**config.mk**
```make
export PLATFORM = sky130hd
export DESIGN_NAME = alarm_arbiter
export DESIGN_NICKNAME = d
export VERILOG_FILES = /design/src/rtl/alarm_arb_pkg.sv /design/src/rtl/alarm_tick_gen.sv /design/src/rtl/alarm_arbiter.sv
export SDC_FILE = /design/constraint.sdc
export NUM_CORES = 1
export LEC_CHECK = 0
export ABC_AREA = 0
export BUFFER_PORTS_ARGS = -buffer_cell sky130_fd_sc_hd__buf_2
export CAP_MARGIN = 25
export CORE_ASPECT_RATIO = 1.5
export CORE_MARGIN = 10
export CORE_UTILIZATION = 51
export DETAILED_ROUTE_END_ITERATION = 16
export PLACE_DENSITY = 0.74
export SETUP_SLACK_MARGIN = 0.5
export SLEW_MARGIN = 5
export SYNTH_ARGS = -nofsm -noshare
export SYNTH_HDL_FRONTEND = slang
export SYNTH_HIERARCHICAL = 1
export SYNTH_SLANG_ARGS = --single-unit
```
**constraint.sdc**
```tcl
create_clock -name CLK -period 2.5 [get_ports CLK]
set_clock_uncertainty 0.2 [all_clocks]
set_input_delay 0.25 -clock CLK [delete_from_list [all_inputs] [get_ports CLK]]
set_output_delay 0.25 -clock CLK [all_outputs]
set_load 0.02 [all_outputs]
```
**src/rtl/alarm_arb_pkg.sv**
```systemverilog
// Shared definitions for the alarm arbiter: FSM state encoding, default
// timing constants and a counter-width helper.
package alarm_arb_pkg;

    localparam logic [1:0] ST_IDLE = 2'd0;
    localparam logic [1:0] ST_ON   = 2'd1;
    localparam logic [1:0] ST_OFF  = 2'd2;

    localparam int DEF_N_REQ     = 4;
    localparam int DEF_TICK_DIV  = 1200000;   // 100 ms at 12 MHz
    localparam int DEF_ON_TICKS  = 3;
    localparam int DEF_OFF_TICKS = 2;
    localparam int DEF_BURST_W   = 4;

    // Bits needed to hold any value 0..max_val (never less than one bit).
    function automatic int cnt_width(input int max_val);
        if (max_val < 2) begin
            return 1;
        end
        return $clog2(max_val + 1);
    endfunction

endpackage

```
**src/rtl/alarm_tick_gen.sv**
```systemverilog
// Tick prescaler: one-cycle tick every TICK_DIV enabled cycles, with a
// synchronous clear so each new grant starts on a fresh tick boundary.
module alarm_tick_gen
    import alarm_arb_pkg::*;
#(
    parameter int TICK_DIV = DEF_TICK_DIV
) (
    input  logic CLK,
    input  logic RESET,
    input  logic clr,
    input  logic en,
    output logic tick
);

    localparam int CNT_W = cnt_width(TICK_DIV - 1);

    logic [CNT_W-1:0] cnt_q, cnt_d;

    assign tick = en && (cnt_q == CNT_W'(TICK_DIV - 1));

    // Next count: clear wins, otherwise count while enabled and wrap on tick.
    always_comb begin
        cnt_d = cnt_q;
        if (clr) begin
            cnt_d = '0;
        end else if (en) begin
            cnt_d = tick ? '0 : cnt_q + CNT_W'(1);
        end
    end

    // Prescaler register.
    always_ff @(posedge CLK) begin
        if (RESET) begin
            cnt_q <= '0;
        end else begin
            cnt_q <= cnt_d;
        end
    end

endmodule

```
**src/rtl/alarm_arbiter.sv**
```systemverilog
// Alarm arbiter: shares one buzzer enable between N_REQ requesters and plays
// the owner's burst pattern (ON_TICKS on / OFF_TICKS off, repeated).
// Build option: define ALARM_ARB_FIXED_PRIORITY_EN for fixed priority
// (lowest index wins, no round-robin pointer); default is round-robin.
module alarm_arbiter
    import alarm_arb_pkg::*;
#(
    parameter int N_REQ     = DEF_N_REQ,
    parameter int TICK_DIV  = DEF_TICK_DIV,
    parameter int ON_TICKS  = DEF_ON_TICKS,
    parameter int OFF_TICKS = DEF_OFF_TICKS,
    parameter int BURST_W   = DEF_BURST_W
) (
    input  logic                     CLK,
    input  logic                     RESET,
    input  logic [N_REQ-1:0]         req,
    input  logic [N_REQ*BURST_W-1:0] bursts,
    input  logic [N_REQ-1:0]         cancel,
    output logic [N_REQ-1:0]         grant,
    output logic [N_REQ-1:0]         done,
    output logic                     alarm_en,
    output logic                     busy
);

    localparam int PH_MAX = (ON_TICKS > OFF_TICKS) ? ON_TICKS : OFF_TICKS;
    localparam int PH_W   = cnt_width(PH_MAX);

    logic [1:0]         state_q, state_d;
    logic [N_REQ-1:0]   grant_q, grant_d;
    logic [N_REQ-1:0]   done_q, done_d;
    logic               alarm_en_q, alarm_en_d;
    logic               busy_q, busy_d;
    logic [BURST_W-1:0] burst_q, burst_d;
    logic [PH_W-1:0]    phase_q, phase_d;

    logic               win_found;
    logic [N_REQ-1:0]   win_onehot;
    logic [BURST_W-1:0] win_bursts;
    logic               tick;
    logic               tick_clr;
    logic               own_cancel;

`ifndef ALARM_ARB_FIXED_PRIORITY_EN
    localparam int IDX_W = cnt_width(N_REQ - 1);

    logic [IDX_W-1:0] last_q, last_d, win_idx;

    // Round-robin pick: first set req bit searching upward from last+1 with
    // wrap. Outer loop runs from the farthest offset down so the nearest
    // candidate is the final assignment.
    always_comb begin
        win_found  = 1'b0;
        win_onehot = '0;
        win_idx    = '0;
        win_bursts = '0;
        for (int k = N_REQ; k >= 1; k--) begin
            for (int i = 0; i < N_REQ; i++) begin
                if (req[i] && (((int'(last_q) + k) % N_REQ) == i)) begin
                    win_found     = 1'b1;
                    win_onehot    = '0;
                    win_onehot[i] = 1'b1;
                    win_idx       = IDX_W'(i);
                    win_bursts    = bursts[i*BURST_W +: BURST_W];
                end
            end
        end
    end

    // Pointer moves to the winner only when a grant is actually issued.
    always_comb begin
        last_d = last_q;
        if ((state_q == ST_IDLE) && win_found) begin
            last_d = win_idx;
        end
    end

    // Round-robin pointer; reset value makes requester 0 win first.
    always_ff @(posedge CLK) begin
        if (RESET) begin
            last_q <= IDX_W'(N_REQ - 1);
        end else begin
            last_q <= last_d;
        end
    end
`else
    // Fixed priority pick: lowest set index wins.
    always_comb begin
        win_found  = 1'b0;
        win_onehot = '0;
        win_bursts = '0;
        for (int i = N_REQ - 1; i >= 0; i--) begin
            if (req[i]) begin
                win_found     = 1'b1;
                win_onehot    = '0;
                win_onehot[i] = 1'b1;
                win_bursts    = bursts[i*BURST_W +: BURST_W];
            end
        end
    end
`endif

    assign own_cancel = |(cancel & grant_q);

    alarm_tick_gen #(
        .TICK_DIV (TICK_DIV)
    ) u_tick_gen (
        .CLK   (CLK),
        .RESET (RESET),
        .clr   (tick_clr),
        .en    (busy_q),
        .tick  (tick)
    );

    // Pattern FSM: grant in IDLE, count ticks through ON/OFF phases, finish
    // after the last ON phase (no trailing OFF). Owner cancel beats expiry.
    always_comb begin
        state_d    = state_q;
        grant_d    = grant_q;
        done_d     = '0;
        alarm_en_d = alarm_en_q;
        busy_d     = busy_q;
        burst_d    = burst_q;
        phase_d    = phase_q;
        tick_clr   = 1'b0;
        case (state_q)
            ST_IDLE: begin
                if (win_found) begin
                    state_d    = ST_ON;
                    grant_d    = win_onehot;
                    alarm_en_d = 1'b1;
                    busy_d     = 1'b1;
                    burst_d    = win_bursts;
                    phase_d    = '0;
                    tick_clr   = 1'b1;
                end
            end
            ST_ON: begin
                if (own_cancel) begin
                    state_d    = ST_IDLE;
                    grant_d    = '0;
                    alarm_en_d = 1'b0;
                    busy_d     = 1'b0;
                end else if (tick) begin
                    if (phase_q == PH_W'(ON_TICKS - 1)) begin
                        phase_d = '0;
                        if (burst_q == BURST_W'(1)) begin
                            state_d    = ST_IDLE;
                            grant_d    = '0;
                            done_d     = grant_q;
                            alarm_en_d = 1'b0;
                            busy_d     = 1'b0;
                            burst_d    = '0;
                        end else begin
                            if (burst_q != '0) begin
                                burst_d = burst_q - BURST_W'(1);
                            end
                            state_d    = ST_OFF;
                            alarm_en_d = 1'b0;
                        end
                    end else begin
                        phase_d = phase_q + PH_W'(1);
                    end
                end
            end
            ST_OFF: begin
                if (own_cancel) begin
                    state_d    = ST_IDLE;
                    grant_d    = '0;
                    alarm_en_d = 1'b0;
                    busy_d     = 1'b0;
                end else if (tick) begin
                    if (phase_q == PH_W'(OFF_TICKS - 1)) begin
                        phase_d    = '0;
                        state_d    = ST_ON;
                        alarm_en_d = 1'b1;
                    end else begin
                        phase_d = phase_q + PH_W'(1);
                    end
                end
            end
            default: begin
                state_d    = ST_IDLE;
                grant_d    = '0;
                alarm_en_d = 1'b0;
                busy_d     = 1'b0;
            end
        endcase
    end

    // FSM and output registers.
    always_ff @(posedge CLK) begin
        if (RESET) begin
            state_q    <= ST_IDLE;
            grant_q    <= '0;
            done_q     <= '0;
            alarm_en_q <= 1'b0;
            busy_q     <= 1'b0;
            burst_q    <= '0;
            phase_q    <= '0;
        end else begin
            state_q    <= state_d;
            grant_q    <= grant_d;
            done_q     <= done_d;
            alarm_en_q <= alarm_en_d;
            busy_q     <= busy_d;
            burst_q    <= burst_d;
            phase_q    <= phase_d;
        end
    end

    assign grant    = grant_q;
    assign done     = done_q;
    assign busy     = busy_q;
    // Gated by RESET so the buzzer goes quiet in the reset cycle itself.
    assign alarm_en = alarm_en_q & ~RESET;

endmodule

```
== Word-level counts from Yosys, hierarchy flattened ==
Index checks and enable logic that the tools add are counted.

* Register bits after elaboration: 41
* Input port bits: 26
* Output and inout bits: 10
* Logic and storage cells: 206

* Add/subtract/negate cells: 7
* Equality and inequality tests: 31
* Mux-type cells: 111
* Bitwise gates (word level): 11
* Reductions and logical operators: 37

{| class="wikitable"
|+ Operator list
! cell !! count
|-
| 2-to-1 mux 4 bit || 43
|-
| logical NOT 32 bit || 4
|-
| 2-to-1 mux 2 bit || 29
|-
| 2-to-1 mux 1 bit || 32
|-
| equality test 3 bit (second input constant) || 8
|-
| adder 21 x 1 -> 21 bit (second input constant) || 1
|-
| equality test 21 bit (second input constant) || 1
|-
| 2-to-1 mux 21 bit || 1
|-
| logical AND 1 bit || 18
|-
| equality test 3 x 2 -> 1 bit (second input constant) || 4
|-
| != test 3 bit (second input constant) || 4
|-
| case mux 2 bit (3 select lines) || 2
|-
| case mux 4 bit (3 select lines) || 1
|-
| AND reduction 6 bit || 2
|-
| != test 2 bit (second input constant) || 5
|-
| AND reduction 5 bit || 2
|-
| OR reduction 2 bit || 5
|-
| OR reduction 9 bit || 1
|-
| case mux 4 bit (2 select lines) || 1
|-
| adder 2 x 1 -> 2 bit (second input constant) || 3
|-
| != test 3 x 2 -> 1 bit (second input constant) || 2
|-
| case mux 1 bit (3 select lines) || 2
|-
| NOT 1 bit || 5
|-
| adder 2 bit (second input constant) || 2
|-
| 13 further kinds || 19
|}

== Longest topological paths before layout ==
Gate-level depths: netlist of run 1.

* Word-level depth: 24
* Mapped depth: 10
* Depth with buffers taken out: 9

== Hierarchy ==
The synthesis of run 1 kept the hierarchy.

{| class="wikitable"
|+ By module, submodules not included
! module !! instances !! cells an instance !! area an instance (um^2) !! sequential area each (um^2)
|-
| alarm_arbiter || 1 || 273 || 2028.2 || 400.4
|-
| alarm_tick_gen || 1 || 115 || 1054.8 || 420.4
|}

== Least setup slack after synthesis of run 1 ==
OpenSTA, ideal clock, no wires.

* Kind: register -> register
* Start point: register busy_q (netlist: busy)
* End point: register burst_q[2]
* Setup time: 0.103 ns
* Data arrival time: 2.407 ns
* Required time: 2.197 ns
* Slack: -0.210 ns
* Stages on the path, launching flop included: 10
* Path buffers: 1
* Period minus slack after synthesis: 2.710 ns
* Cell sequence: dfxtp_1 -> and4_2 -> clkbuf_1 -> nand2_1 -> nor2_1 -> and4b_1 -> a32o_1 -> o311ai_1 -> and2_1 -> a2111oi_2

* Word-level cells in the longest chain between the ends: 3

{| class="wikitable"
|+ Ends and longest elaborated chain
! element !! line !! RTL
|-
| start, declared || alarm_arbiter.sv:32 || <nowiki>logic busy_q, busy_d;</nowiki>
|-
| start signal, assigned || alarm_arbiter.sv:205 || <nowiki>busy_q <= busy_d;</nowiki>
|-
| logical AND 1 bit || alarm_tick_gen.sv:19 || <nowiki>assign tick = en && (cnt_q == CNT_W'(TICK_DIV - 1));</nowiki>
|-
| net tick || alarm_arbiter.sv:39 || <nowiki>logic tick;</nowiki>
|-
| != test 2 x 1 -> 1 bit (no source line) || - ||
|-
| AND reduction 6 bit (no source line) || - ||
|-
| end signal, assigned || alarm_arbiter.sv:206 || <nowiki>burst_q <= burst_d;</nowiki>
|-
| end, declared || alarm_arbiter.sv:33 || <nowiki>logic [BURST_W-1:0] burst_q, burst_d;</nowiki>
|}

The timed path passes the listed nets, and every way through them passes these cells.
A chain may end at the register's enable or synchronous reset.

== Final worst setup path of run 1 ==
* Start point: register u_tick_gen.cnt_q[10]
* End point: register grant_q[2] (netlist: grant[2])

* Word-level cells in the longest chain between the ends: 4

{| class="wikitable"
|+ Ends and longest elaborated chain
! element !! line !! RTL
|-
| start, declared || alarm_tick_gen.sv:17 || <nowiki>logic [CNT_W-1:0] cnt_q, cnt_d;</nowiki>
|-
| start signal, assigned || alarm_tick_gen.sv:36 || <nowiki>cnt_q <= cnt_d;</nowiki>
|-
| equality test 21 bit || alarm_tick_gen.sv:19 ||
|-
| logical AND 1 bit || alarm_tick_gen.sv:19 ||
|-
| net tick || alarm_arbiter.sv:39 ||
|-
| != test 3 x 2 -> 1 bit (no source line) || - ||
|-
| AND reduction 5 bit (no source line) || - ||
|-
| end signal, assigned || alarm_arbiter.sv:202 || <nowiki>grant_q <= grant_d;</nowiki>
|-
| end, declared || alarm_arbiter.sv:29 || <nowiki>logic [N_REQ-1:0] grant_q, grant_d;</nowiki>
|}

The timed path passes the listed nets, and every way through them passes these cells.

==> flow_summary.ini, run 1 <==
[global_routing]
gr-total-overflow = 0
grtUsageMet3 = 0.0212
grtUsageTotal = 0.178
grt_antenna_before_repair = 0
grt_util_met2 = 0.333
grt_pass1_vias = 3050
grt_max_degree = 26
busiest_layer = met2
grtUsageMet1 = 0.194
grt_pass1_wl_um = 14700

[timing]
max_freq_ghz = 0.420
hold_viol = 0
fin_crit_sh = 0.952
tns_ps = 0
max_slew_margin = 0.370
rsz0062_at_grt = true
finalSetupViolations = 0
report.final.slew_viol_count = 0
tightestPinTransition_ps = 938
period_needed_ps = 2380
finalWorstSetupSlack_ps = 121

[power_and_ir_drop]
p_int_w = 0.00166
p_clk_frac = 0.145
p_switching_w = 0.00129
p_leak_nw = 1.45
ir_drop_uv = 384
power_frac_comb = 0.566
p_sw_frac = 0.438
sequentialPowerShare = 0.290
power_density_nw_per_um2 = 796

[clocking]
clk_latency_ps = 300
cts_num_sinks = 41
htreeDepth = 2
root_buffer = clkbuf_8
path_clk_slew_ps = 80
cts_max_path_buffers = 2
cts-buffers-inserted = 5
cts_tree = done
ctsHoldBuffers = 0

[logic_synthesis]
synth_edf_count = 0
async_flop_share = 0
synth.area.top_cells = dfxtp_1 (27%), o21ai_0 (3.9%), a21oi_1 (3.6%)
yosysTopAreaCell = dfxtp_1
avgSynthCellArea_um2 = 7.95
ys_ff_latch = 41
synth_warnings = 6
synth_cells = 388
syn-num-nets = 421
synth.distinct_cells = 72
synth-main-ff-cell = dfxtp_1
ys_seq_area_frac = 0.266
syn_area_um2 = 3080
synth_top_cell_area_share = 0.266

[critical_path]
critPathMaxStageDelay_ps = 380
cp_max_fo = 10
cp.required_ps = 2530
cp_data_arrival_time_ps = 2410
path_cells = and4_1 -> nand4_1 -> nor2_4 -> nand3b_1 -> a21oi_4 -> buf_6 -> a21oi_4 -> or3_1 -> a21oi_1
path_delay_family = simple AND/OR/NAND/NOR gates
cp.buffers_inverters = 1
cp_common_cell = a21oi_4
worstSetupStartpointType = flip-flop
cpMaxStageDelayCell = dfxtp_2
timing_worst_setup_path_type = flip-flop to flip-flop
crit_path_end_kind = flip-flop

[drt]
viasPerCell = 6.26
routed_wl_um = 8730
antenna_left = 0
drtPass1Iterations = 7
routedWlPerCell_um = 17.1
num_vias = 3206
first_iter_violations = 176
drc_errors = 0

[floorplan]
start_util = 0.529
die_h_um = 115
die_area_um2 = 9620
io_pins = 36
core_um2 = 5830
die_w_um = 83.5
rows = 34

[min_path]
hp-class = input port to flip-flop

[layout]
layout_common_cells = buf_2 (35), buf_4 (32), dfxtp_1 (30)
n_antenna_cell = 0
drive_above_1_share = 0.277
final_nets = 472
final_core_util = 0.637
syn_to_final_growth_pct = 20.4
layout_commonest_cell = buf_2

[placement]
dp_slack_ps = 107
post-dp-hpwl_um = 6490
gp_congestion = 0.868
io_buffers = 35

[outcome]
run_status = finished clean

[job]
maxCapViolCount = 0
## cell type report
cell class,count,area [um^2]
multi-input combinational,308,2210
fill,501,2120
sequential,41,845
timing repair buffer,68,427
tap,72,90.1
clock buffer,5,68.8
inverter,15,56.3
clock inverter,3,17.5
## path summary, 6_finish.rpt
| kind | from | endpoint | slack, ps | cells past startpoint |
|---|---|---|---|---|
| setup reg to reg | u_tick_gen/cnt_q[10] | grant[2] | 120 | 9 |
| setup / recovery | u_tick_gen/cnt_q[10] | grant[2] | 120 | 9 |
| hold reg to reg | burst_q[1] | burst_q[1] | 300 | 2 |
| hold / removal | req[3] | grant[3] | 170 | 3 |
## what timing repair did
item / CTS / global route
gates resized for setup: 12 / 15
pin swaps: 8 / 11
endpoints found under the setup margin: 31 / 36
setup buffers: 5 / 4
## kinds of logic after synthesis
family | after synthesis | share of synthesized area
and+or+nand+nor | 170 | 0.329
AOI/OAI and AO/OA | 108 | 0.240
DFF | 41 | 0.266
buffers and inverters | 39 | 0.0588
xor gates and xnor gates | 14 | 0.0398
muxes | 9 | 0.0377
adders and majority gates | 7 | 0.0284
## worst reg2reg max path: cells and delay by family, from the launching register on
family / cells / cell delay (ps)
AO/OA/AOI/OAI: 3 / 420
buffers and inverters: 1 / 130
flip-flops: 1 / 380
AND/OR/NAND/NOR: 5 / 1180
## Yosys cell counts, drive strengths merged, types with 3 or more instances
cell type / number
nor4: 8
nand4: 11
ha: 7
buf: 19
nand2: 28
or4: 3
nand3b: 11
and4: 4
inv: 15
a22oi: 4
nand2b: 15
and2: 7
xor2: 8
xnor2: 6
nor2: 28
or3: 4
o2111ai: 3
nor2b: 9
a2111oi: 3
a31oi: 8
nand4b: 4
nand3: 13
o21ai: 27
o22ai: 6
a221oi: 4
a21oi: 24
a211oi: 6
nor3: 8
or2b: 3
dfxtp: 41
mux2i: 6
clkbuf: 5
and3: 6
o211ai: 3
## metal layers
metal  wire, um  part of all wire
met1       3500              0.40
met3        294             0.034
met5          0                 0
met4        349             0.040
met2       4590              0.53
## stage by stage
step	total power, W	instances	area, um^2	hold slack, ps
final	0.00296	512	3710	174
after global routing	0.00316	512	3710	181
after CTS	0.00288	508	3630	161
after detailed placement	0.00238	495	3470	287
after global placement	0.00236	495	3470	283
after floorplan	0.00200	388	3160	127
## state kept, by name, indices dropped and copies added, names as in the netlist
signal	count
burst_q	4
last_q	2
busy	1
grant	4
phase_q	2
done	4
state_q	2
alarm_en_q	1
u_tick_gen/cnt_q	21
## power groups by stage
stage | combinational (W) | sequential, W | clock [W]
global route | 0.00183 | 0.000872 | 0.000462
finish | 0.00167 | 0.000857 | 0.000427
global placement | 0.00149 | 0.000867 | 0
detailed placement | 0.00151 | 0.000870 | 0
floorplan | 0.00115 | 0.000849 | 0
CTS | 0.00159 | 0.000855 | 0.000439
Note: power is estimated with default switching activity, not from simulation.
==> run 2: changes to the inputs <==
Settings changed: SETUP_SLACK_MARGIN 0.5 to 0.4, SYNTH_HIERARCHICAL 1 to not set.
==> run 2 against run 1 <==
Compared with the run above:
- sequential share of layout area increased by 0.17 points
- hold slack better by 19 ps
- sequential power up 7.1%
- via count rose by 5.9%
- non-clock buffer count fell by 5
- register-to-register slack improved by 250 ps
- combinational power rose by 4%
- die area decreased by 0.22%
- flip-flop and latch count unchanged
- clock-buffer cell count did not move
- synthesized cell count is 7.2% higher
- first-iteration DRC count is 17% higher
- critical endpoint is now burst_q[0]
==> flow_summary.ini, run 2 <==
[layout]
drive_above_1_share = 0.263
largest_reg_flops = 21
top_register = u_tick_gen.cnt_q
n_antenna_cell = 0
final_nets = 492
layout_common_cells = nand2_1 (40), nor2_1 (40), buf_2 (35)
syn_to_final_growth_pct = 21.8
fill_cells = 496

[logic_synthesis]
synth_top_cell_area_share = 0.267
async_flop_share = 0
synth.distinct_cells = 71
synth-main-ff-cell = dfxtp_1
synth_edf_count = 0
ys_seq_area_frac = 0.267
avgSynthCellArea_um2 = 7.39
ys_ff_latch = 41
syn-num-nets = 449
yosysTopAreaCell = dfxtp_1
synth_cells = 416
synth_common_cells = dfxtp_1 (41), nand2_1 (40), nor2_1 (40)
syn_area_um2 = 3070
synth.area.top_cells = dfxtp_1 (27%), a21oi_1 (5.4%), nand2_1 (4.9%)
synth_warnings = 0
synth_most_common_cell = dfxtp_1

[drt]
routed_wl_um = 9420
wl_met1_um = 3540
viasPerCell = 6.38
routedWlPerCell_um = 17.7
first_iter_violations = 206
drc_errors = 0
drtPass1Iterations = 5
antenna_left = 0
topRoutingLayerUsed = met4
wl_met3_um = 399
num_vias = 3394
wl_met2_um = 4970

[critical_path]
worstSetupStartpointType = flip-flop
cp_data_arrival_time_ps = 2110
timing_worst_setup_path_type = flip-flop to flip-flop
cp_max_fo = 4
cp.buffers_inverters = 0
path_cells = a22oi_1 -> nand3_1 -> or4b_4 -> and3_4 -> a221oi_2 -> o22ai_1
crit_path_end_kind = flip-flop
cp.required_ps = 2480
path_delay_family = simple AND/OR/NAND/NOR gates
crit_cells = 6
critPathMaxStageDelay_ps = 570
r2r_slack_ps = 370
crit_start = grant[2]
reg2reg_depth = 6
cpMaxStageDelayCell = or4b_4
r2r_start = grant[2]

[timing]
report.final.slew_viol_count = 0
period_needed_ps = 2130
hold_viol = 0
max_slew_margin = 0.630
finalWorstSetupSlack_ps = 369
tightestPinTransition_ps = 554
tns_ps = 0
max_freq_ghz = 0.469
rsz0062_at_grt = true
finalSetupViolations = 0
fin_crit_sh = 0.852

[power_and_ir_drop]
power_w = 0.00309
ir_drop_uv = 379
p_leak_nw = 1.41
power_density_nw_per_um2 = 826

[global_routing]
gr-total-overflow = 0
grtUsageTotal = 0.187
grt_pass1_wl_um = 15400
grt_antenna_before_repair = 0
grt_max_degree = 32
grt_pass1_vias = 3337

[floorplan]
rows = 34
die_area_um2 = 9600
die_h_um = 115
start_util = 0.527
die_w_um = 83.4
core_um2 = 5830
io_pins = 36

[min_path]
hp-class = input port to flip-flop
hp-start = RESET
whs_path_depth = 2

[clocking]
htreeDepth = 2
cts_tree = done
root_buffer = clkbuf_8
cts-buffers-inserted = 5
cts_max_path_buffers = 2
path_clk_slew_ps = 90
ctsHoldBuffers = 0
clk_latency_ps = 300
cts_num_sinks = 41

[outcome]
run_status = finished clean

[placement]
io_buffers = 35
post-dp-hpwl_um = 6650
gp_congestion = 0.942
dp_slack_ps = 174

[job]
maxCapViolCount = 0
run 2: worst paths after layout:
kind | to
max | burst_q[0]
min | busy
max reg2reg | burst_q[0]
min reg2reg | alarm_en_q
run 2: area by class of cell:
cell class	instances	area, um^2	area share
Multi-Input combinational cell	333	2250	0.600
Sequential cell	41	858	0.229
Timing Repair Buffer	63	398	0.106
Tap cell	72	90.1	0.0241
Clock buffer	5	68.8	0.0184
Inverter	15	58.8	0.0157
Clock inverter	3	22.5	0.00601
run 2: layer usage:
layer	GRT usage	vias up
li1	-	1626
met1	0.187	1570
met2	0.347	150
met3	0.0297	48
met4	0.129	0
met5	0	-
run 2: per-stage QoR:
stage | hold slack (ps) | cells | utilization | area [um^2]
3_3_place_gp | 247 | 515 | 0.586 | 3420
4_1_cts | 187 | 527 | 0.618 | 3600
3_5_place_dp | 251 | 515 | 0.586 | 3420
6_report | 193 | 532 | 0.643 | 3740
5_1_grt | 206 | 532 | 0.643 | 3740
2_1_floorplan | 234 | 416 | - | 3130
run 2: timing repair:
action | in CTS | in global routing
resized for setup | 20 | 28
endpoints found under the setup margin | 17 | 19
cloned | 0 | 0
pin swaps | 6 | 11
buffers inserted | 4 | 5
run 2: kinds of logic (layout without fill, tap and decap cells):
logic type / count (synthesis) / after routing / synth area share
AND/OR/NAND/NOR: 182 / 182 / 0.316
AO/OA/AOI/OAI: 126 / 126 / 0.277
buffers and inverters: 42 / 86 / 0.0553
flip-flops: 41 / 41 / 0.267
XOR/XNOR: 16 / 16 / 0.0456
adder cells (fa/ha/maj): 7 / 7 / 0.0285
multiplexers: 2 / 2 / 0.0106
run 2: power by group:
part           switching (W)  leakage (nW)  internal, W
Combinational       0.000988          1.02     0.000741
Sequential          0.000161         0.342     0.000757
Clock               0.000246        0.0481     0.000198
==> run 3: changes to the inputs <==
--- a/config.mk
+++ b/config.mk
@@ -9,8 +9,9 @@
 export BUFFER_PORTS_ARGS = -buffer_cell sky130_fd_sc_hd__buf_2
 export CAP_MARGIN = 25
-export CORE_ASPECT_RATIO = 1.5
+export CORE_ASPECT_RATIO = 0.5
 export CORE_MARGIN = 10
 export CORE_UTILIZATION = 51
 export DETAILED_ROUTE_END_ITERATION = 16
+export HOLD_SLACK_MARGIN = 0.02
 export PLACE_DENSITY = 0.74
 export SETUP_SLACK_MARGIN = 0.4
==> constraint.sdc (replaced) <==
create_clock -name CLK -period 2.5 [get_ports CLK]
set_clock_uncertainty 0.2 [all_clocks]
set_input_delay 0.25 -clock CLK [delete_from_list [all_inputs] [get_ports CLK]]
set_output_delay 0.25 -clock CLK [all_outputs]
set_load 0.05 [all_outputs]
==> run 3 against run 2 <==
Compared with the run above:
- flip-flop and latch count stayed put
- combinational power is 3% higher
- cell area is 1.2% lower
- global-route usage is 0.71 points lower
- first-iteration DRC count is 58% higher
- non-clock buffer count is 7 lower
- setup slack worse by 77 ps
- clock-buffer cell count is 2 higher
- largest power group unchanged
==> flow_summary.ini, run 3 (synthesis gave the netlist of run 2 again) <==
[timing]
fin_crit_sh = 0.883
max_freq_ghz = 0.453
tns_ps = 0
rsz0062_at_grt = true
period_needed_ps = 2210
tightestPinTransition_ps = 665
finalSetupViolations = 0
report.final.slew_viol_count = 0
hold_viol = 0
max_slew_margin = 0.553

[clocking]
cts-buffers-inserted = 5
path_clk_slew_ps = 60
ctsHoldBuffers = 0
cts_max_path_buffers = 2
cts_num_sinks = 41
htreeDepth = 2
root_buffer = clkbuf_16
clk_latency_ps = 280
cts_tree = done

[placement]
gp_congestion = 0.965
io_buffers = 35
post-dp-hpwl_um = 6380

[drt]
num_vias = 3318
routed_wl_um = 8750
antenna_left = 0
viasPerCell = 6.31
first_iter_violations = 326
drtPass1Iterations = 5
drc_errors = 0
routedWlPerCell_um = 16.6

[floorplan]
die_w_um = 130
start_util = 0.543
die_area_um2 = 9720
core_um2 = 5660
io_pins = 36
die_h_um = 74.9
rows = 19

[min_path]
holdPathEnd = grant[1]
hp-class = input port to flip-flop
hp-start = req[1]
whs_path_depth = 3

[global_routing]
grt_max_degree = 27
grt_antenna_before_repair = 0
gr-total-overflow = 0
grt_pass1_vias = 3044
grt_pass1_wl_um = 14600
grtUsageTotal = 0.180

[power_and_ir_drop]
p_switching_w = 0.00145
p_int_w = 0.00197
power_w = 0.00341
ir_drop_uv = 545
power_frac_comb = 0.524
p_sw_frac = 0.424
p_clk_frac = 0.218
sequentialPowerShare = 0.257
p_leak_nw = 1.39
power_density_nw_per_um2 = 923

[critical_path]
cp.required_ps = 2450
r2r_slack_ps = 290
cp_max_fo = 5
timing_worst_setup_path_type = flip-flop to flip-flop
r2r_end = burst_q[0]
reg2reg_depth = 6
cp_data_arrival_time_ps = 2160
worstSetupStartpointType = flip-flop
r2r_start = u_tick_gen.cnt_q[18]
crit_path_end_kind = flip-flop

[layout]
drive_above_1_share = 0.219
syn_to_final_growth_pct = 20.3
final_nets = 485
largest_reg_flops = 21
layout_common_cells = nand2_1 (40), nor2_1 (40), buf_2 (35)
n_antenna_cell = 0
top_register = u_tick_gen.cnt_q

[job]
maxCapViolCount = 0

[outcome]
run_status = finished clean
run 3: how the worst max path moves through the flow:
| stage | startpoint | endpoint | depth (start not counted) |
|---|---|---|---|
| floorplan | busy | burst_q[0] | 8 |
| global placement | u_tick_gen.cnt_q[2] | done[0] | 7 |
| detailed placement | u_tick_gen.cnt_q[2] | done[0] | 7 |
| CTS | u_tick_gen.cnt_q[19] | burst_q[0] | 6 |
| global route | u_tick_gen.cnt_q[18] | burst_q[0] | 6 |
| finish | u_tick_gen.cnt_q[18] | burst_q[0] | 6 |
run 3: layout make-up:
type	count	area, um^2
Fill cell	486	1960
Multi-Input combinational cell	333	2200
Clock buffer	7	143
Sequential cell	41	837
Clock inverter	1	30.0
Timing Repair Buffer	56	345
Inverter	15	56.3
Tap cell	73	91.3
run 3: timing repair:
item	CTS	global route
endpoints found under the setup margin	15	20
resized for setup	18	11
pin swaps	5	5
buffers inserted	1	2
run 3: stage by stage:
step           cell area [um^2]  setup WS (ps)  utilization  cells  hold WS (ps)
6_report                   3700            291        0.654    526           188
3_5_place_dp               3400            177        0.601    515           247
2_1_floorplan              3110            290            -    416           234
4_1_cts                    3650            313        0.645    524           182
5_1_grt                    3700            217        0.654    526           197
3_3_place_gp               3400            190        0.601    515           241
run 3: power groups by stage:
stage | logic (W) | registers, W | clock network (W)
4_1_cts | 0.00172 | 0.000874 | 0.000751
3_5_place_dp | 0.00168 | 0.000883 | 0
3_3_place_gp | 0.00163 | 0.000875 | 0
2_1_floorplan | 0.00121 | 0.000914 | 0
5_1_grt | 0.00196 | 0.000896 | 0.000788
6_report | 0.00179 | 0.000879 | 0.000745
run 3: critical path, stage by stage (launching register included):
cell      delay (ps)
dfxtp_2          350
nor4b_4          360
nand4_4          170
or4b_4           560
and3_4           170
a221oi_2         160
o22ai_1          100
run 3: metal layers:
layer / global-route usage / wire [um] / up-vias / part of all wire
li1: - / - / 1607 / -
met1: 0.228 / 3990 / 1585 / 0.46
met2: 0.316 / 4240 / 116 / 0.49
met3: 0.0266 / 413 / 10 / 0.047
met4: 0.0495 / 94 / 0 / 0.011
met5: 0 / 0 / - / 0
